`config.mk`:
```
export PLATFORM = sky130hd
export DESIGN_NAME = alu_ctrl_seq
export DESIGN_NICKNAME = d
export VERILOG_FILES = /design/src/rtl/alu_ctrl_pkg.sv /design/src/rtl/alu_funct_dec.sv /design/src/rtl/alu_ctrl_seq.sv
export SDC_FILE = /design/constraint.sdc
export NUM_CORES = 1
export LEC_CHECK = 0
export ABC_AREA = 0
export CAP_MARGIN = 10
export CELL_PAD_IN_SITES_DETAIL_PLACEMENT = 1
export CELL_PAD_IN_SITES_GLOBAL_PLACEMENT = 1
export CORE_AREA = 2 2 53 55
export DETAILED_ROUTE_END_ITERATION = 7
export DIE_AREA = 0 0 55 57
export PLACE_DENSITY = 0.81
export REMOVE_ABC_BUFFERS = 1
export SLEW_MARGIN = 20
export SYNTH_ARGS = -nofsm -noshare
export SYNTH_HDL_FRONTEND = slang
export SYNTH_SLANG_ARGS = --single-unit
```
`constraint.sdc`:
```
create_clock -name clk_i -period 3.14 [get_ports clk_i]
set_input_delay 0.314 -clock clk_i [delete_from_list [all_inputs] [get_ports clk_i]]
set_output_delay 0.314 -clock clk_i [all_outputs]
set_load 0.1 [all_outputs]
```
`src/rtl/alu_ctrl_pkg.sv`:
```
// Shared constants for the EX-stage ALU controller: ALU codes, funct/ALUOp encodings, mul/div sequencer state.
// No logic; latency and backpressure are defined by the modules that import it.
// Both the decoder and the sequencer take every encoding from here so they cannot drift apart.
package alu_ctrl_pkg;

    localparam logic [3:0] CTRL_AND = 4'b0000;
    localparam logic [3:0] CTRL_OR  = 4'b0001;
    localparam logic [3:0] CTRL_ADD = 4'b0010;
    localparam logic [3:0] CTRL_SLL = 4'b0011;
    localparam logic [3:0] CTRL_SRL = 4'b0100;
    localparam logic [3:0] CTRL_SUB = 4'b0110;
    localparam logic [3:0] CTRL_SLT = 4'b0111;
    localparam logic [3:0] CTRL_NOR = 4'b1010;

    localparam logic [5:0] FN_SLL   = 6'h00;
    localparam logic [5:0] FN_SRL   = 6'h02;
    localparam logic [5:0] FN_JR    = 6'h08;
    localparam logic [5:0] FN_MFHI  = 6'h10;
    localparam logic [5:0] FN_MFLO  = 6'h12;
    localparam logic [5:0] FN_MULT  = 6'h18;
    localparam logic [5:0] FN_MULTU = 6'h19;
    localparam logic [5:0] FN_DIV   = 6'h1A;
    localparam logic [5:0] FN_DIVU  = 6'h1B;
    localparam logic [5:0] FN_ADD   = 6'h20;
    localparam logic [5:0] FN_SUB   = 6'h22;
    localparam logic [5:0] FN_AND   = 6'h24;
    localparam logic [5:0] FN_OR    = 6'h25;
    localparam logic [5:0] FN_NOR   = 6'h27;
    localparam logic [5:0] FN_SLT   = 6'h2A;

    localparam logic [2:0] ALUOP_ADD   = 3'b000;
    localparam logic [2:0] ALUOP_SUB   = 3'b001;
    localparam logic [2:0] ALUOP_RTYPE = 3'b010;
    localparam logic [2:0] ALUOP_OR    = 3'b011;
    localparam logic [2:0] ALUOP_AND   = 3'b100;
    localparam logic [2:0] ALUOP_SLT   = 3'b101;

    // The low two funct bits of 0x18..0x1B are exactly the md_op encoding.
    localparam logic [1:0] MD_MULT  = 2'b00;
    localparam logic [1:0] MD_MULTU = 2'b01;
    localparam logic [1:0] MD_DIV   = 2'b10;
    localparam logic [1:0] MD_DIVU  = 2'b11;

    typedef enum logic [1:0] {
        ST_IDLE = 2'd0,
        ST_BUSY = 2'd1,
        ST_DONE = 2'd2
    } md_state_t;

    function automatic logic is_md_funct(input logic [5:0] funct);
        return funct[5:2] == 4'b0110;
    endfunction

endpackage

```
`src/rtl/alu_funct_dec.sv`:
```
// Pure combinational ALUOp/funct decode to ALU code plus side-band flags for the sequencer.
// Zero latency; no state, no backpressure.
module alu_funct_dec
    import alu_ctrl_pkg::*;
#(
    parameter int ALUOP_W = 3,
    parameter int CTRL_W  = 4
) (
    input  logic               valid,
    input  logic [ALUOP_W-1:0] alu_op,
    input  logic [5:0]         funct,
    output logic [CTRL_W-1:0]  alu_ctrl,
    output logic               jr,
    output logic               shamt_sel,
    output logic               hilo_sel,
    output logic               illegal,
    output logic               md_req,
    output logic               hilo_rd,
    output logic [1:0]         md_op
);

    logic       rtype;
    logic [3:0] ctrl;

    assign rtype    = (alu_op == ALUOP_W'(ALUOP_RTYPE));
    assign alu_ctrl = CTRL_W'(ctrl);
    assign md_op    = funct[1:0];

    always_comb begin
        ctrl      = CTRL_ADD;
        jr        = 1'b0;
        shamt_sel = 1'b0;
        hilo_sel  = 1'b0;
        illegal   = 1'b0;
        md_req    = 1'b0;
        hilo_rd   = 1'b0;
        if (rtype) begin
            case (funct)
                FN_ADD: ctrl = CTRL_ADD;
                FN_SUB: ctrl = CTRL_SUB;
                FN_AND: ctrl = CTRL_AND;
                FN_OR:  ctrl = CTRL_OR;
                FN_NOR: ctrl = CTRL_NOR;
                FN_SLT: ctrl = CTRL_SLT;
                FN_SLL: begin
                    ctrl      = CTRL_SLL;
                    shamt_sel = 1'b1;
                end
                FN_SRL: begin
                    ctrl      = CTRL_SRL;
                    shamt_sel = 1'b1;
                end
                // JR computes nothing; the ADD code keeps the ALU in a benign state.
                FN_JR: jr = 1'b1;
                FN_MULT, FN_MULTU, FN_DIV, FN_DIVU: md_req = 1'b1;
                FN_MFHI: begin
                    hilo_sel = 1'b1;
                    hilo_rd  = 1'b1;
                end
                FN_MFLO: hilo_rd = 1'b1;
                default: illegal = valid;
            endcase
        end else begin
            case (alu_op)
                ALUOP_W'(ALUOP_SUB): ctrl = CTRL_SUB;
                ALUOP_W'(ALUOP_OR):  ctrl = CTRL_OR;
                ALUOP_W'(ALUOP_AND): ctrl = CTRL_AND;
                ALUOP_W'(ALUOP_SLT): ctrl = CTRL_SLT;
                default:             ctrl = CTRL_ADD;
            endcase
        end
    end

endmodule

```
`src/rtl/alu_ctrl_seq.sv`:
```
// EX-stage ALU controller: combinational ALU decode plus IDLE/BUSY/DONE sequencer for the iterative mul/div unit.
// Decode zero latency; md_start one cycle after accept, hilo_we CYCLES+1 after, ready again CYCLES+2 after.
// Backpressure: mul/div and MFHI/MFLO stall while not idle; other ALU ops flow past a busy unit.
module alu_ctrl_seq
    import alu_ctrl_pkg::*;
#(
    parameter int ALUOP_W    = 3,
    parameter int CTRL_W     = 4,
    parameter int MUL_CYCLES = 32,
    parameter int DIV_CYCLES = 32,
    parameter int CNT_W      = $clog2((MUL_CYCLES > DIV_CYCLES) ? MUL_CYCLES : DIV_CYCLES) + 1
) (
    input  logic               clk_i,
    input  logic               rst_i,
    input  logic               valid_i,
    input  logic [ALUOP_W-1:0] ALUOp_i,
    input  logic [5:0]         funct_i,
    input  logic               flush_i,
    output logic [CTRL_W-1:0]  ALUCtrl_o,
    output logic               jr_o,
    output logic               shamt_sel_o,
    output logic               ready_o,
    output logic               md_start_o,
    output logic [1:0]         md_op_o,
    output logic               stall_o,
    output logic               hilo_we_o,
    output logic               hilo_sel_o,
    output logic               illegal_o
);

    localparam logic [CNT_W-1:0] MUL_LOAD = CNT_W'(MUL_CYCLES - 1);
    localparam logic [CNT_W-1:0] DIV_LOAD = CNT_W'(DIV_CYCLES - 1);

    md_state_t        state, state_d;
    logic [CNT_W-1:0] cnt, cnt_d;
    logic [1:0]       md_op_q, md_op_d;
    logic             md_start_q, md_start_d;
    logic             hilo_we_q, hilo_we_d;

    logic             md_req;
    logic             hilo_rd;
    logic [1:0]       md_op_dec;
    logic             accept;

    alu_funct_dec #(
        .ALUOP_W (ALUOP_W),
        .CTRL_W  (CTRL_W)
    ) u_dec (
        .valid     (valid_i),
        .alu_op    (ALUOp_i),
        .funct     (funct_i),
        .alu_ctrl  (ALUCtrl_o),
        .jr        (jr_o),
        .shamt_sel (shamt_sel_o),
        .hilo_sel  (hilo_sel_o),
        .illegal   (illegal_o),
        .md_req    (md_req),
        .hilo_rd   (hilo_rd),
        .md_op     (md_op_dec)
    );

    assign ready_o    = (state == ST_IDLE);
    assign accept     = ready_o && valid_i && md_req;
    assign stall_o    = valid_i && !ready_o && (md_req || hilo_rd);
    assign md_start_o = md_start_q;
    assign md_op_o    = md_op_q;
    assign hilo_we_o  = hilo_we_q;

    always_comb begin
        state_d    = state;
        cnt_d      = cnt;
        md_op_d    = md_op_q;
        md_start_d = 1'b0;
        hilo_we_d  = 1'b0;
        // Flush wins over everything, including an accept in the same cycle.
        if (flush_i) begin
            state_d = ST_IDLE;
            cnt_d   = '0;
        end else begin
            case (state)
                ST_IDLE: begin
                    if (accept) begin
                        state_d    = ST_BUSY;
                        cnt_d      = md_op_dec[1] ? DIV_LOAD : MUL_LOAD;
                        md_op_d    = md_op_dec;
                        md_start_d = 1'b1;
                    end
                end
                ST_BUSY: begin
                    if (cnt == '0) begin
                        state_d   = ST_DONE;
                        hilo_we_d = 1'b1;
                    end else begin
                        cnt_d = cnt - 1'b1;
                    end
                end
                ST_DONE: state_d = ST_IDLE;
                default: state_d = ST_IDLE;
            endcase
        end
    end

    always_ff @(posedge clk_i) begin
        if (!rst_i) begin
            state      <= ST_IDLE;
            cnt        <= '0;
            md_op_q    <= MD_MULT;
            md_start_q <= 1'b0;
            hilo_we_q  <= 1'b0;
        end else begin
            state      <= state_d;
            cnt        <= cnt_d;
            md_op_q    <= md_op_d;
            md_start_q <= md_start_d;
            hilo_we_q  <= hilo_we_d;
        end
    end

endmodule

```
==> qor.yml, run 1 <==
sta:
  fin_crit_sh: 0.791
  max-slew-margin-rel: 0.350
  drv_slew: 0
  finalSetupViolCount: 0
  fin_ws_ns: 0.657
  rsz0062_at_grt: "no"
  clock_skew_ns: 0.00517
  worst_slew_pin_slew_ns: 0.973
  finalHoldViolations: 0
  period_minus_slack_ns: 2.48
  fmax_mhz: 403
floorplan:
  initial_core_util: 0.309
  die-area_um2: 3140
  io_pins: 27
  die_x_um: 55
  rows: 19
  die_height_um: 57
  core_area_um2: 2620
global_routing:
  grt_util_all_layers: 0.167
  grt_pass1_vias: 934
  antenna_found_initial: 0
  grt_pass1_wl_mm: 3.95
  gr-total-overflow: 0
  grt_max_degree: 13
logic_synthesis:
  synth-seq-area-share: 0.297
  synth_area_um2: 808
  synth_cell_types: 32
  yosysWarnings: 0
  synth.largest_area_cell: "dfxtp_1"
  synth.avg_cell_area_um2: 7.48
  yosysMostFrequentCell: "dfxtp_1"
  synth_common_cells: "dfxtp_1, nand2_1, inv_1"
  synthFlopType: "dfxtp_1"
  synth_edf_count: 0
  synthArstFlopShare: 0
  ys_ff_latch: 12
  yosysTopAreaCellShare: 0.297
  syn_inst: 108
  synth_area_leaders: "dfxtp_1, nor3b_1, or3_1"
setup_path:
  worstSetupPathType: "input pin to output pin"
  worstSetupEndpointType: "output pin"
  startpoint_type: "input pin"
  r2r-end: "cnt[3]$_SDFFE_PP0P_"
  crit_arrival_ns: 2.17
  cp_cell_sequence: "clkdlybuf4s50_1, nor2b_1, nor4_1, or2_2, a211oi_1, buf_12"
  regToRegSetupSlack_ns: 1.57
  crit_family: "buffers and inverters"
  r2r_start: "cnt[0]$_SDFFE_PP0P_"
  required_ns: 2.83
  cp.depth: 6
  path_max_fanout: 7
  worstRegToRegCells: 4
  critPathBufInv: 2
  slowest_delay_ns: 0.59
  startpoint: "funct_i[1]"
  crit_end: "illegal_o"
  crit_slowest_cell: "clkdlybuf4s50_1"
route:
  routed_wl_mm: 2.36
  final_antenna_net_count: 0
  num_vias: 888
  drcViolationCount: 0
  via_per_inst: 5.35
  drt_iter0_drc: 3
  first_pass_iters: 4
  wl_per_cell_um: 14.2
clock_tree:
  ctsHoldBuffers: 0
  post_cts.repair.setup_buffers: 0
  clkLatencyLatePin_ns: 0.27
  cts_tree: "built"
  cts_buffers: 3
  htreeDepth: 1
  cts.sinks: 12
  cts_root_buf: "clkbuf_4"
  clock_path_buffers: 2
  clk_pin_slew_worst_paths_ns: 0.08
  cts_resized: 0
final_layout:
  fin_nets: 151
  diodes: 0
  final_core_util: 0.433
  layout-drive-gt1-share: 0.141
  syn_to_final_growth_pct: 40.1
power_and_ir_drop:
  p_leak_nw: 0.406
  ir_worst_vdd_mv: 0.234
  cellPowerDensity_nw_per_um2: 314
hold_path:
  hold_class: "register to register"
  hold_depth: 2
placed_design:
  dpl_worst_slack_ns: 0.679
  io_buffers: 26
  hpwl_mm: 1.88
  gp_congestion: 0.799
flow_run:
  cap_viol_max_count: 0
outcome:
  outcome: "finished, final reports clean"
## routing by layer
layer / vias up / routed length (um) / track usage
met5: - / 0 / 0
met4: 0 / 7 / 0.0523
met3: 2 / 135 / 0.0262
met2: 23 / 1250 / 0.310
met1: 417 / 969 / 0.188
li1: 446 / - / -
## sequential cells by signal (all words and copies together), names as in the netlist
signal	cells
md_op_o	2
md_start_o	1
hilo_we_o	1
cnt	6
state	2
## tightest hold or removal path, stage by stage (launching register included)
cell     delay, ns
dfxtp_1       0.31
o21ai_0       0.07
a21oi_1       0.06
## final cells by class
cell class              instances  area [um^2]
clock buffers                   4         36.3
fillers                       335         1480
inverters                       8         30.0
multi-input cells              85          527
flip-flops and latches         12          240
well taps                      31         38.8
repair buffers                 26          260
## stage by stage
stage | power (W) | cell area, um^2 | TNS, ns | cells | hold WS [ns]
floorplan | 0.000199 | 797 | -1.55 | 105 | 0.446
global placement | 0.000235 | 1100 | 0 | 162 | 0.457
detailed placement | 0.000236 | 1100 | 0 | 162 | 0.481
CTS | 0.000362 | 1130 | 0 | 166 | 0.492
global route | 0.000377 | 1130 | 0 | 166 | 0.528
finish | 0.000355 | 1130 | 0 | 166 | 0.484
## power breakdown
group	total (W)	switching (W)	leakage, nW	internal, W
sequential	0.000152	0.000000136	0.0966	0.000152
combinational	0.0000805	0.0000502	0.288	0.0000303
clock	0.000123	0.0000522	0.0210	0.0000705
## worst min-delay path by stage
| stage | start | endpoint | slack (ns) |
|---|---|---|---|
| 2_1_floorplan | rst_i | md_op_o[0]$_SDFFE_PN0P_ | 0.45 |
| 3_3_place_gp | md_op_o[1]$_SDFFE_PN0P_ | md_op_o[1]$_SDFFE_PN0P_ | 0.46 |
| 3_5_place_dp | md_op_o[1]$_SDFFE_PN0P_ | md_op_o[1]$_SDFFE_PN0P_ | 0.48 |
| 4_1_cts | md_op_o[1]$_SDFFE_PN0P_ | md_op_o[1]$_SDFFE_PN0P_ | 0.49 |
| 5_1_grt | md_op_o[1]$_SDFFE_PN0P_ | md_op_o[1]$_SDFFE_PN0P_ | 0.53 |
| 6_report | md_op_o[1]$_SDFFE_PN0P_ | md_op_o[1]$_SDFFE_PN0P_ | 0.48 |
## kinds of logic after synthesis
kind of cell	share of synthesized area
DFF	0.297
and+or+nand+nor	0.406
AOI/OAI and AO/OA	0.201
buffers and inverters	0.0511
muxes	0.0139
adders and majority gates	0.0310
## cell usage in the layout (no fill, tap or decap), types with 2 or more instances in the layout
master,instances
clkdlybuf4s50_1,16
dfxtp_1,12
nand2_1,10
inv_1,8
buf_4,8
nor2_1,7
or3_1,7
nor3b_1,7
nand3_1,6
a21oi_1,6
nor2b_1,5
o21ai_0,5
nor4_1,4
a211oi_1,4
a31oi_1,3
clkbuf_4,3
and3_1,2
nor3_1,2
ha_1,2
buf_12,2
No activity file was read; power rests on OpenSTA's default activity.
==> run 2: changes to the inputs <==
Settings changed: CORE_AREA 2 2 53 55 to 2 2 57 59, DIE_AREA 0 0 55 57 to 0 0 59 61, PLACE_DENSITY 0.81 to 0.74.
Clock period 3.14 ns to 2.2 ns, I/O delays scaled along.
==> run 2 against run 1 <==
Effect of this change: routed wire length increased by 7.8%; flip-flop and latch count did not move; via count grew 3.3%; critical endpoint is now ALUCtrl_o[0].
==> qor.yml, run 2 (same netlist as run 1, synthesis figures left out) <==
global_routing:
  grt_util_all_layers: 0.153  # -0.0148
  antenna_found_initial: 0  # unchanged
  grt_pass1_wl_mm: 4.22  # +6.8%
  grt_max_degree: 11  # -2
  gr-total-overflow: 0  # unchanged
  grt_pass1_vias: 987  # +5.7%
route:
  first_pass_iters: 4  # unchanged
  wl_per_cell_um: 14.9  # +4.7%
  final_antenna_net_count: 0  # unchanged
  drt_iter0_drc: 22  # +19
  via_per_inst: 5.36  # +0.25%
  drcViolationCount: 0  # unchanged
  num_vias: 917  # +3.3%
  routed_wl_mm: 2.54  # +7.8%
sta:
  clock_skew_ns: 0.00154  # -0.00363 ns
  drv_slew: 0  # unchanged
  finalSetupViolCount: 0  # unchanged
  period_minus_slack_ns: 2.03
  timing.setup.tns_ns: 0  # unchanged
  finalHoldViolations: 0  # unchanged
  worst_slew_pin_slew_ns: 0.403  # -0.570 ns
  rsz0062_at_grt: "no"
  fmax_mhz: 493
  max-slew-margin-rel: 0.730  # +0.380
  fin_crit_sh: 0.922
  fin_ws_ns: 0.171  # -0.486 ns
setup_path:
  cp_cell_sequence: "clkdlybuf4s50_1, or3_1, a211oi_2, o221ai_1, nand2_1, buf_12"
  crit_slowest_cell: "clkdlybuf4s50_1"
  crit_family: "buffers and inverters"
  slowest_delay_ns: 0.52  # -0.07 ns
  critPathBufInv: 2  # unchanged
  worstSetupEndpointType: "output pin"
  worstSetupPathType: "input pin to output pin"
  startpoint_type: "input pin"
  path_max_fanout: 7  # unchanged
  crit_arrival_ns: 1.81  # -0.36 ns
  required_ns: 1.98  # -0.85 ns
power_and_ir_drop:
  p_leak_nw: 0.482  # +19%
  ir_worst_vdd_mv: 0.193  # -18%
  cellPowerDensity_nw_per_um2: 384  # +22%
  p_total_w: 0.000484  # +36%
final_layout:
  final_cells: 171  # +3.0%
  final_core_util: 0.426  # -0.00674
  fin_nets: 155  # +2.6%
  largest_reg_flops: 6  # unchanged
  final_cell_mix: "dfxtp_1, nand2_1, clkdlybuf4s50_1, buf_12, buf_4"
  top_register: "cnt"
  layout_commonest_cell: "dfxtp_1"
  layout-drive-gt1-share: 0.217  # +0.0767
  syn_to_final_growth_pct: 55.7
  diodes: 0  # unchanged
floorplan:
  initial_core_util: 0.274  # -0.0354
  rows: 20  # +1
  io_pins: 27  # unchanged
  die_height_um: 61  # +7.0%
  core_area_um2: 2950  # +13%
  die-area_um2: 3600  # +15%
  die_x_um: 59  # +7.3%
flow_run:
  cap_viol_max_count: 0  # unchanged
hold_path:
  hold_class: "input pin to register"
clock_tree:
  clkLatencyLatePin_ns: 0.27  # about the same
  clock_path_buffers: 2  # unchanged
  ctsHoldBuffers: 0  # unchanged
  htreeDepth: 1  # unchanged
  cts_buffers: 3  # unchanged
  cts_tree: "built"
  cts.sinks: 12  # unchanged
  cts_root_buf: "clkbuf_4"
  clk_pin_slew_worst_paths_ns: 0.07  # about the same
placed_design:
  dp.cells: 168  # +3.7%
  gp_congestion: 0.838  # +4.9%
  hpwl_mm: 2.10  # +12%
  dpl_worst_slack_ns: -0.0206  # -0.699 ns
  io_buffers: 26  # unchanged
outcome:
  outcome: "finished, final reports clean"
## run 2: tightest hold or removal path, delay by kind of cell
family | cells | cell delay [ns]
AOI/OAI and AO/OA | 1 | 0.06
and+or+nand+nor | 1 | 0.11
buffers and inverters | 1 | 0.20
## run 2: layout make-up
type | instances | area (um^2)
Tap cell | 33 | 41.3
Inverter | 8 | 30.0
Clock buffer | 3 | 22.5
Fill cell | 373 | 1690
Timing Repair Buffer | 30 | 375
Sequential cell | 12 | 240
Multi-Input combinational cell | 85 | 549
## run 2: power by group
group / internal (W) / total, W / switching (W)
Clock: 0.0000633 / 0.000135 / 0.0000719
Combinational: 0.0000535 / 0.000131 / 0.0000778
Sequential: 0.000217 / 0.000217 / 0.000000191
Total: 0.000334 / 0.000484 / 0.000150
## run 2: repair_timing
item | 4_1_cts | 5_1_grt
pin swaps | 0 | 0
resized for setup | 1 | 6
endpoints found under the setup margin | 1 | 5
setup buffers | 0 | 0
## run 2: final timing paths
path         slack, ns                     from  depth (start not counted)                 endpoint
min               0.37               funct_i[0]                          3  md_op_o[0]$_SDFFE_PN0P_
max               0.17               funct_i[4]                          6             ALUCtrl_o[0]
min reg2reg       0.48  md_op_o[0]$_SDFFE_PN0P_                          2  md_op_o[0]$_SDFFE_PN0P_
max reg2reg       0.58      cnt[1]$_SDFFE_PP0P_                          6      cnt[4]$_SDFFE_PP0P_
## run 2: metal layers
layer  wire length (um)  vias to the layer above  track usage
met5                  0                        -            0
met4                 15                        0       0.0552
met3                 97                        2       0.0341
met2               1430                       24        0.306
met1               1000                      438        0.152
li1                   -                      453            -
## run 2: through the flow
step	hold slack, ns	cell area, um^2
floorplan	0.352	797
global placement	0.459	1210
detailed placement	0.476	1210
CTS	0.487	1230
global route	0.386	1260
finish	0.368	1260
